$ cat config.mk
export PLATFORM = sky130hd
export DESIGN_NAME = wave_capture_trigger
export DESIGN_NICKNAME = d
export VERILOG_FILES = /design/src/rtl/wave_capture_trigger.sv
export SDC_FILE = /design/constraint.sdc
export NUM_CORES = 1
export LEC_CHECK = 0
export CAP_MARGIN = 40
export CORE_MARGIN = 3
export CORE_UTILIZATION = 25
export CTS_CLUSTER_DIAMETER = 100
export DETAILED_ROUTE_END_ITERATION = 8
export PLACE_DENSITY_LB_ADDON = 0.2
export SLEW_MARGIN = 0
export SYNTH_ARGS = -nofsm -noshare
export SYNTH_HDL_FRONTEND = slang
export SYNTH_SLANG_ARGS = --single-unit
$ cat constraint.sdc
create_clock -name clk -period 1.9 [get_ports clk]
set_input_delay 0.38 -clock clk [delete_from_list [all_inputs] [get_ports clk]]
set_output_delay 0.38 -clock clk [all_outputs]
set_load 0.005 [all_outputs]
$ cat src/rtl/wave_capture_trigger.sv
// Trigger and capture front end for the oscilloscope waveform RAM. It waits for a
// positive-going zero crossing, writes 256 samples to the inactive half, then swaps halves in vsync.
module wave_capture_trigger #(
    parameter int TIMEOUT = 1024
) (
    input  logic        clk,
    input  logic        reset_n,
    input  logic        new_sample_ready,
    input  logic [15:0] new_sample_in,
    input  logic        wave_display_idle,
    output logic [8:0]  write_address,
    output logic        write_enable,
    output logic [7:0]  write_sample,
    output logic        read_index
);

    localparam int TO_W = (TIMEOUT > 2) ? $clog2(TIMEOUT) : 1;
    localparam logic [TO_W-1:0] TO_LAST = TO_W'(TIMEOUT - 1);

    typedef enum logic [1:0] {S_ARMED, S_ACTIVE, S_WAIT} state_t;

    state_t          state_q, state_d;
    logic [7:0]      count_q, count_d;
    logic [TO_W-1:0] to_cnt_q, to_cnt_d;
    logic            prev_neg_q, prev_neg_d;
    logic            idle_d_q;
    logic            read_index_q, read_index_d;
    logic            write_enable_q, write_enable_d;
    logic [8:0]      write_address_q, write_address_d;
    logic [7:0]      write_sample_q, write_sample_d;

    logic            idle_rise;
    logic            do_write;
    logic [7:0]      wr_count;

    assign idle_rise = wave_display_idle & ~idle_d_q;

    always_comb begin
        state_d         = state_q;
        count_d         = count_q;
        to_cnt_d        = to_cnt_q;
        prev_neg_d      = prev_neg_q;
        read_index_d    = read_index_q;
        write_enable_d  = 1'b0;
        write_address_d = write_address_q;
        write_sample_d  = write_sample_q;
        do_write        = 1'b0;
        wr_count        = count_q;

        // The sign history is tracked in every state so that a sample arriving
        // during the swap can still arm the next crossing.
        if (new_sample_ready) prev_neg_d = new_sample_in[15];

        case (state_q)
            S_ARMED: begin
                if (new_sample_ready) begin
                    if ((prev_neg_q && !new_sample_in[15]) || (to_cnt_q == TO_LAST)) begin
                        do_write = 1'b1;
                        wr_count = 8'd0;
                        count_d  = 8'd1;
                        state_d  = S_ACTIVE;
                    end else begin
                        to_cnt_d = to_cnt_q + TO_W'(1);
                    end
                end
            end
            S_ACTIVE: begin
                if (new_sample_ready) begin
                    do_write = 1'b1;
                    count_d  = count_q + 8'd1;
                    if (count_q == 8'hFF) state_d = S_WAIT;
                end
            end
            S_WAIT: begin
                if (idle_rise) begin
                    read_index_d = ~read_index_q;
                    to_cnt_d     = '0;
                    state_d      = S_ARMED;
                end
            end
            default: state_d = S_ARMED;
        endcase

        if (do_write) begin
            write_enable_d  = 1'b1;
            write_address_d = {~read_index_q, wr_count};
            write_sample_d  = {~new_sample_in[15], new_sample_in[14:8]};
        end
    end

    always_ff @(posedge clk or negedge reset_n) begin
        if (!reset_n) begin
            state_q         <= S_ARMED;
            count_q         <= '0;
            to_cnt_q        <= '0;
            prev_neg_q      <= 1'b0;
            idle_d_q        <= 1'b0;
            read_index_q    <= 1'b0;
            write_enable_q  <= 1'b0;
            write_address_q <= '0;
            write_sample_q  <= '0;
        end else begin
            state_q         <= state_d;
            count_q         <= count_d;
            to_cnt_q        <= to_cnt_d;
            prev_neg_q      <= prev_neg_d;
            idle_d_q        <= wave_display_idle;
            read_index_q    <= read_index_d;
            write_enable_q  <= write_enable_d;
            write_address_q <= write_address_d;
            write_sample_q  <= write_sample_d;
        end
    end

    assign write_address = write_address_q;
    assign write_enable  = write_enable_q;
    assign write_sample  = write_sample_q;
    assign read_index    = read_index_q;

endmodule

==> metrics.txt, run 1 <==
Initial Util 0.2600; RSZ-0062 raised after global routing no; diode count 0; Synth Instances 179; Worst Path Max Fanout 4; maxcap violations 0; fillers 809; worst path cell trace ha_1, and3_1, a31o_2, buf_4, and3_1, a211o_2; Tcrit/Tclk final 0.9471; # rows 32; DRT Pass-1 Iters 4; Tot Pwr 0.003017 W; Layout Area Growth over Synthesis 35.50%; sequential share of the synthesized area 0.5081; Root Buffer clkbuf_8; clock tree buffer depth 2; clk sinks 41; Remaining DRCs 0; initial antenna violation count 0; number of buffers created by CTS 5; syn_nets 201; Warnings, synthesis 0; largest net degree at the start of global routing 23; Fin. Hold Viols 0; commonest non-fill, non-tap cell in the layout dfrtp_1; Pleak 1.174 nW; EDFF count, synth 0; routability congestion estimate from global placement 0.7453; maximum vdd drop 415.4 µV; Final ANT Viol Nets 0; grt ovf 0; Min Hold Slack 0.06047 ns; Worst Path Required 2.08 ns; Via density 4.638; die area 0.009192 mm²; most frequent cells in the layout dfrtp_1 (41), clkdlybuf4s50_1 (29), buf_4 (24), nand2_1 (15), o21ai_0 (13); Top FF cell, synth dfrtp_1; DRT iter0 DRCs 51; Critical Path Start Type register; crit path DAT 1.98 ns; kind of critical path register to register; vias in the first global route 1576; Clk Latency, worst-skew pair 0.29 ns; clock skew 0.003462 ns; crit path time final 1.799 ns; H-Tree Depth 2; top cell type's share of synthesized area 0.5081; Crit. End Element register; Die W 95.88 µm; Setup violations, final 0; Synth area leaders dfrtp_1 (51%), mux2_4 (5.2%), mux2i_1 (5.0%); asr flop ratio synth 1.000; #FFs+latches synth 41; Worst path top cell family by delay compound AO/OA/AOI/OAI gates; Bufs and invs on worst path 1; Avg Inst Size Synth 11.28 µm²; Netlist cell types 44; Core Area 0.007767 mm²; # IOs 39; cell mode on critical path and3_1; clock-pin slew on the worst setup and hold paths 0.08 ns; global-route wire length before repair 7.866 mm; crit path max-delay cell type dfrtp_1; Overall Global Routing Usage 0.1098; via count 1563; die height 95.88 µm; ratio of cells with drive above 1 in the final layout 0.2894; CP max stage delay 0.41 ns; worst slew pin tran 0.7033 ns; Wirelength per Cell 13.74 µm; CTS Hold Buffers Added 0; post-detail-place hpwl 3.358 mm; TritonCTS clock tree yes; Mapped Area 0.002019 mm²; cell taking the most area after synthesis dfrtp_1; Slew HR 0.5294; Hold Crit Class input pin to async pin; Max Slew Vio Count 0; nets 256; Power Dens Cells 1103 mW/mm²; Buffers on Ports 30; max frequency 555.7 MHz; status complete, no violations; final WL 4.631 mm
-- cells by family (layout without fill, tap and decap cells) --
| group | count (synthesis) | count (layout) | share of synthesized area |
|---|---|---|---|
| AO/OA/AOI/OAI | 43 | 43 | 0.1574 |
| flip-flops | 41 | 41 | 0.5081 |
| multiplexers | 18 | 18 | 0.1072 |
| buffers and inverters | 11 | 67 | 0.03469 |
| XOR/XNOR | 1 | 1 | 0.004338 |
| AND/OR/NAND/NOR | 63 | 63 | 0.1760 |
| adder cells (fa/ha/maj) | 2 | 2 | 0.01239 |
-- power breakdown --
| part | switching, W | total [W] | leakage (nW) | internal (W) |
|---|---|---|---|---|
| logic | 0.000434 | 0.00102 | 0.607 | 0.000586 |
| clock network | 0.000306 | 0.000735 | 0.0585 | 0.000429 |
| registers | 0.000176 | 0.00126 | 0.509 | 0.00109 |
-- registers in the layout (all words and copies together), names as in the netlist --
register / count
prev_neg_q: 1
count_q: 8
read_index: 1
write_sample: 8
to_cnt_q: 10
state_q: 2
write_enable: 1
idle_d_q: 1
write_address: 9
-- metal layers --
| metal | up-vias | share of wire | GRT usage |
|---|---|---|---|
| li1 | 770 | - | - |
| met1 | 765 | 0.50 | 0.1539 |
| met2 | 20 | 0.46 | 0.1679 |
| met3 | 8 | 0.026 | 0.02815 |
| met4 | 0 | 0.011 | 0.02844 |
| met5 | - | 0 | 0 |
-- stage by stage --
step                      cells  area (µm²)  utilization  setup TNS [ns]  setup slack [ns]
after CTS                   335        2691       0.3465               0          0.005378
after detailed placement    327        2575       0.3315          -2.064           -0.1854
after global routing        337        2736       0.3523               0          0.002871
after floorplan             179        2019            -               0            0.1086
final                       337        2736       0.3523               0            0.1006
after global placement      327        2575       0.3315          -2.182           -0.1689
-- final cells by class --
cell class	count	area, µm²	share of cell area
clock inverters	1	30.03	0.01097
clock buffers	7	86.33	0.03155
repair buffers	55	495.5	0.1811
multi-input cells	127	953.4	0.3484
inverters	4	17.52	0.006401
well taps	102	127.6	0.04664
flip-flops and latches	41	1026	0.3749
-- Yosys cell counts (2+ instances only) --
| cell | count |
|---|---|
| nand2_1 | 15 |
| a211oi_1 | 6 |
| or3_1 | 3 |
| buf_6 | 3 |
| o21ai_0 | 13 |
| and3_1 | 4 |
| nor2_1 | 3 |
| a31o_2 | 2 |
| mux2_4 | 7 |
| buf_2 | 2 |
| mux2i_1 | 10 |
| nand3_1 | 9 |
| o31ai_1 | 2 |
| nor4_1 | 2 |
| a21oi_1 | 6 |
| dfrtp_1 | 41 |
| a22o_1 | 8 |
| inv_1 | 3 |
| nor3b_1 | 2 |
| ha_1 | 2 |
| nand4_1 | 5 |
| or2_2 | 9 |
-- timing repair --
item                       in CTS  in global routing
setup endpoints to repair       0                  6
setup buffers                   0                  2
resized for setup               0                  6
-- path summary, 6_finish.rpt --
check                            start               end  slack, ns  cells past startpoint
max                        to_cnt_q[1]       to_cnt_q[0]       0.10                      6
min                            reset_n  write_address[5]       0.06                      1
max reg2reg                to_cnt_q[1]       to_cnt_q[0]       0.10                      6
min reg2reg                 read_index        read_index       0.49                      1
max in group asynchronous      reset_n   write_sample[2]       1.34                      2
min in group clk            read_index        read_index       0.49                      1
-- worst reg2reg max path, cell delays in order (launching register included) --
cell and delay [ns]:
dfrtp_1 0.41, ha_1 0.21, and3_1 0.19, a31o_2 0.31
buf_4 0.16, and3_1 0.17, a211o_2 0.25
Note: power is estimated with default switching activity, not from simulation.
==> inputs of run 2 (changes only) <==
CORE_ASPECT_RATIO = 1.5   (was unset)
==> run 2 against run 1 <==
Count of clock-buffer cells in the layout shrank 2. Power grew 11%. Final cell count grew 0.30%. Core utilization grew 1.1 points. First-iteration DRC count shrank 43%. Sequential power is essentially flat. Critical path depth is the same. Largest cell class unchanged. Largest power group unchanged.
==> metrics.txt, run 2 (synthesis results as in run 1) <==
Root Buffer clkbuf_16; Clk Latency, worst-skew pair 0.28 ns (about the same); Power Dens Cells 1189 mW/mm² (+7.9%); Worst Slack Setup Final 0.07328 ns (-0.02727 ns); initial antenna violation count 0 (unchanged); nets 257 (+0.39%); Top Usage Layer GRT met2; M2 GR Usage 0.2058 (+0.03793); Core Area 0.007759 mm² (-0.11%); CTS Hold Buffers Added 0 (unchanged); clock tree buffer depth 2 (unchanged); grt ovf 0 (unchanged); global-route wire length before repair 8.231 mm (+4.6%); Via density 4.607 (-0.68%); Final ANT Viol Nets 0 (unchanged); routability congestion estimate from global placement 0.7994 (+7.3%); Tcrit/Tclk final 0.9614 (+0.01435); clock network fraction of total power 0.325 (+0.081); maximum vdd drop 453.4 µV (+9.2%); Switch Pwr 0.0009392 W (+2.6%); worst slew pin tran 0.7115 ns (+0.008209 ns); Comb power frac 0.298 (-0.040); commonest non-fill, non-tap cell in the layout dfrtp_1; vias in the first global route 1650 (+4.7%); Most flops, register to_cnt_q; Pleak 1.215 nW (+3.4%); status complete, no violations; post-CTS sizing 0 (unchanged); Remaining DRCs 0 (unchanged); clock skew 0.004274 ns (+0.0008121 ns); max frequency 547.4 MHz (-1.5%); Worst Path Max Fanout 8 (+4); number of buffers created by CTS 5 (unchanged); met1 Usage GRT 0.1335 (-0.02039); Overall Global Routing Usage 0.1146 (+0.004803); Layout Area Growth over Synthesis 39.47%; post-detail-place hpwl 3.604 mm (+7.3%); Hold Crit Class input pin to async pin; kind of critical path input pin to register; clk sinks 41 (unchanged); Slew HR 0.5239 (-0.005492); Critical Path Start Type input pin; Fin. Hold Viols 0 (unchanged); crit path time final 1.827 ns (+0.02727 ns); die height 116.1 µm (+21%); fillers 784 (-3.1%); M3 GR Usage 0.02022 (-0.007929); Wirelength per Cell 14.14 µm (+2.9%); Largest register FFs 10 (unchanged); Sw Ratio 0.2804 (-0.02315); maxcap violations 0 (unchanged); TritonCTS clock tree yes; Worst Path Required 2.07 ns (about the same); # rows 39 (+22%); H-Tree Depth 2 (unchanged); largest net degree at the start of global routing 22 (-4.3%); share of power burned in registers 0.377 (-0.041); most frequent cells in the layout dfrtp_1 (41), clkdlybuf4s50_1 (29), buf_4 (24), nand2_1 (15), o21ai_0 (13); setup_tns 0 ns (unchanged); Max Slew Vio Count 0 (unchanged); final WL 4.780 mm (+3.2%); pre-CTS setup slack -0.2342 ns (-0.04880 ns); P_int 0.002410 W (+15%); RSZ-0062 raised after global routing yes; # IOs 39 (unchanged); multi-input combinational cell area 948.4 µm² (-0.52%); die area 0.009215 mm² (+0.25%); DRT iter0 DRCs 29 (-43%); Crit. End Element register; crit path DAT 1.99 ns (about the same); clock-pin slew on the worst setup and hold paths 0.06 ns (-0.02 ns); register area 0.001026 mm² (unchanged); DRT Pass-1 Iters 4 (unchanged); diode count 0 (unchanged); postcts setup bufs 0 (unchanged); ratio of cells with drive above 1 in the final layout 0.2924 (+0.003011); Setup violations, final 0 (unchanged); depth of the most critical reg-to-reg path 5 (-1); Die W 79.39 µm (-17%); Buffers on Ports 30 (unchanged); via count 1557 (-0.38%); Initial Util 0.2603 (+0.0002935)
[run 2: path summary, 6_finish.rpt]
check | slack, ns | startpoint | to
worst min-delay path | 0.06 | reset_n | to_cnt_q[3]
min in group clk | 0.48 | read_index | read_index
worst max-delay path | 0.07 | wave_display_idle | to_cnt_q[0]
max in group asynchronous | 1.36 | reset_n | count_q[0]
worst min register to register | 0.48 | read_index | read_index
worst max register to register | 0.09 | state_q[1] | to_cnt_q[0]
[run 2: routing by layer]
layer	wire length (µm)	part of all wire
met4	117	0.024
met1	1928	0.40
met5	0	0
met3	118	0.025
met2	2615	0.55
[run 2: power by group through the flow]
stage | Sequential, W | Combinational [W] | Clock [W]
6_report | 0.00126 | 0.000998 | 0.00109
4_1_cts | 0.00127 | 0.00100 | 0.00112
3_5_place_dp | 0.00128 | 0.000999 | 0
5_1_grt | 0.00131 | 0.00112 | 0.00117
2_1_floorplan | 0.00125 | 0.000524 | 0
3_3_place_gp | 0.00128 | 0.000985 | 0
[run 2: per-stage QoR]
step	std cells	hold WS [ns]	utilization	total power, W	area [µm²]
6_report	338	0.05563	0.3630	0.003350	2816
5_1_grt	338	0.1029	0.3630	0.003596	2816
4_1_cts	338	0.07237	0.3593	0.003392	2788
3_5_place_dp	330	0.3769	0.3348	0.002281	2597
3_3_place_gp	330	0.3787	0.3348	0.002264	2597
2_1_floorplan	179	0.08441	-	0.001778	2019
[run 2: worst max-delay path: stages]
cell	delay (ns)
clkdlybuf4s50_1	0.42
and4bb_2	0.25
nor2_2	0.39
buf_4	0.20
nor4_1	0.04
a211o_2	0.31
[run 2: final cells by class]
cell class | instances | share of cell area
inverters | 4 | 0.006219
clock inverters | 3 | 0.02310
multi-input cells | 127 | 0.3367
well taps | 102 | 0.04531
repair buffers | 56 | 0.1799
flip-flops and latches | 41 | 0.3643
clock buffers | 5 | 0.04442
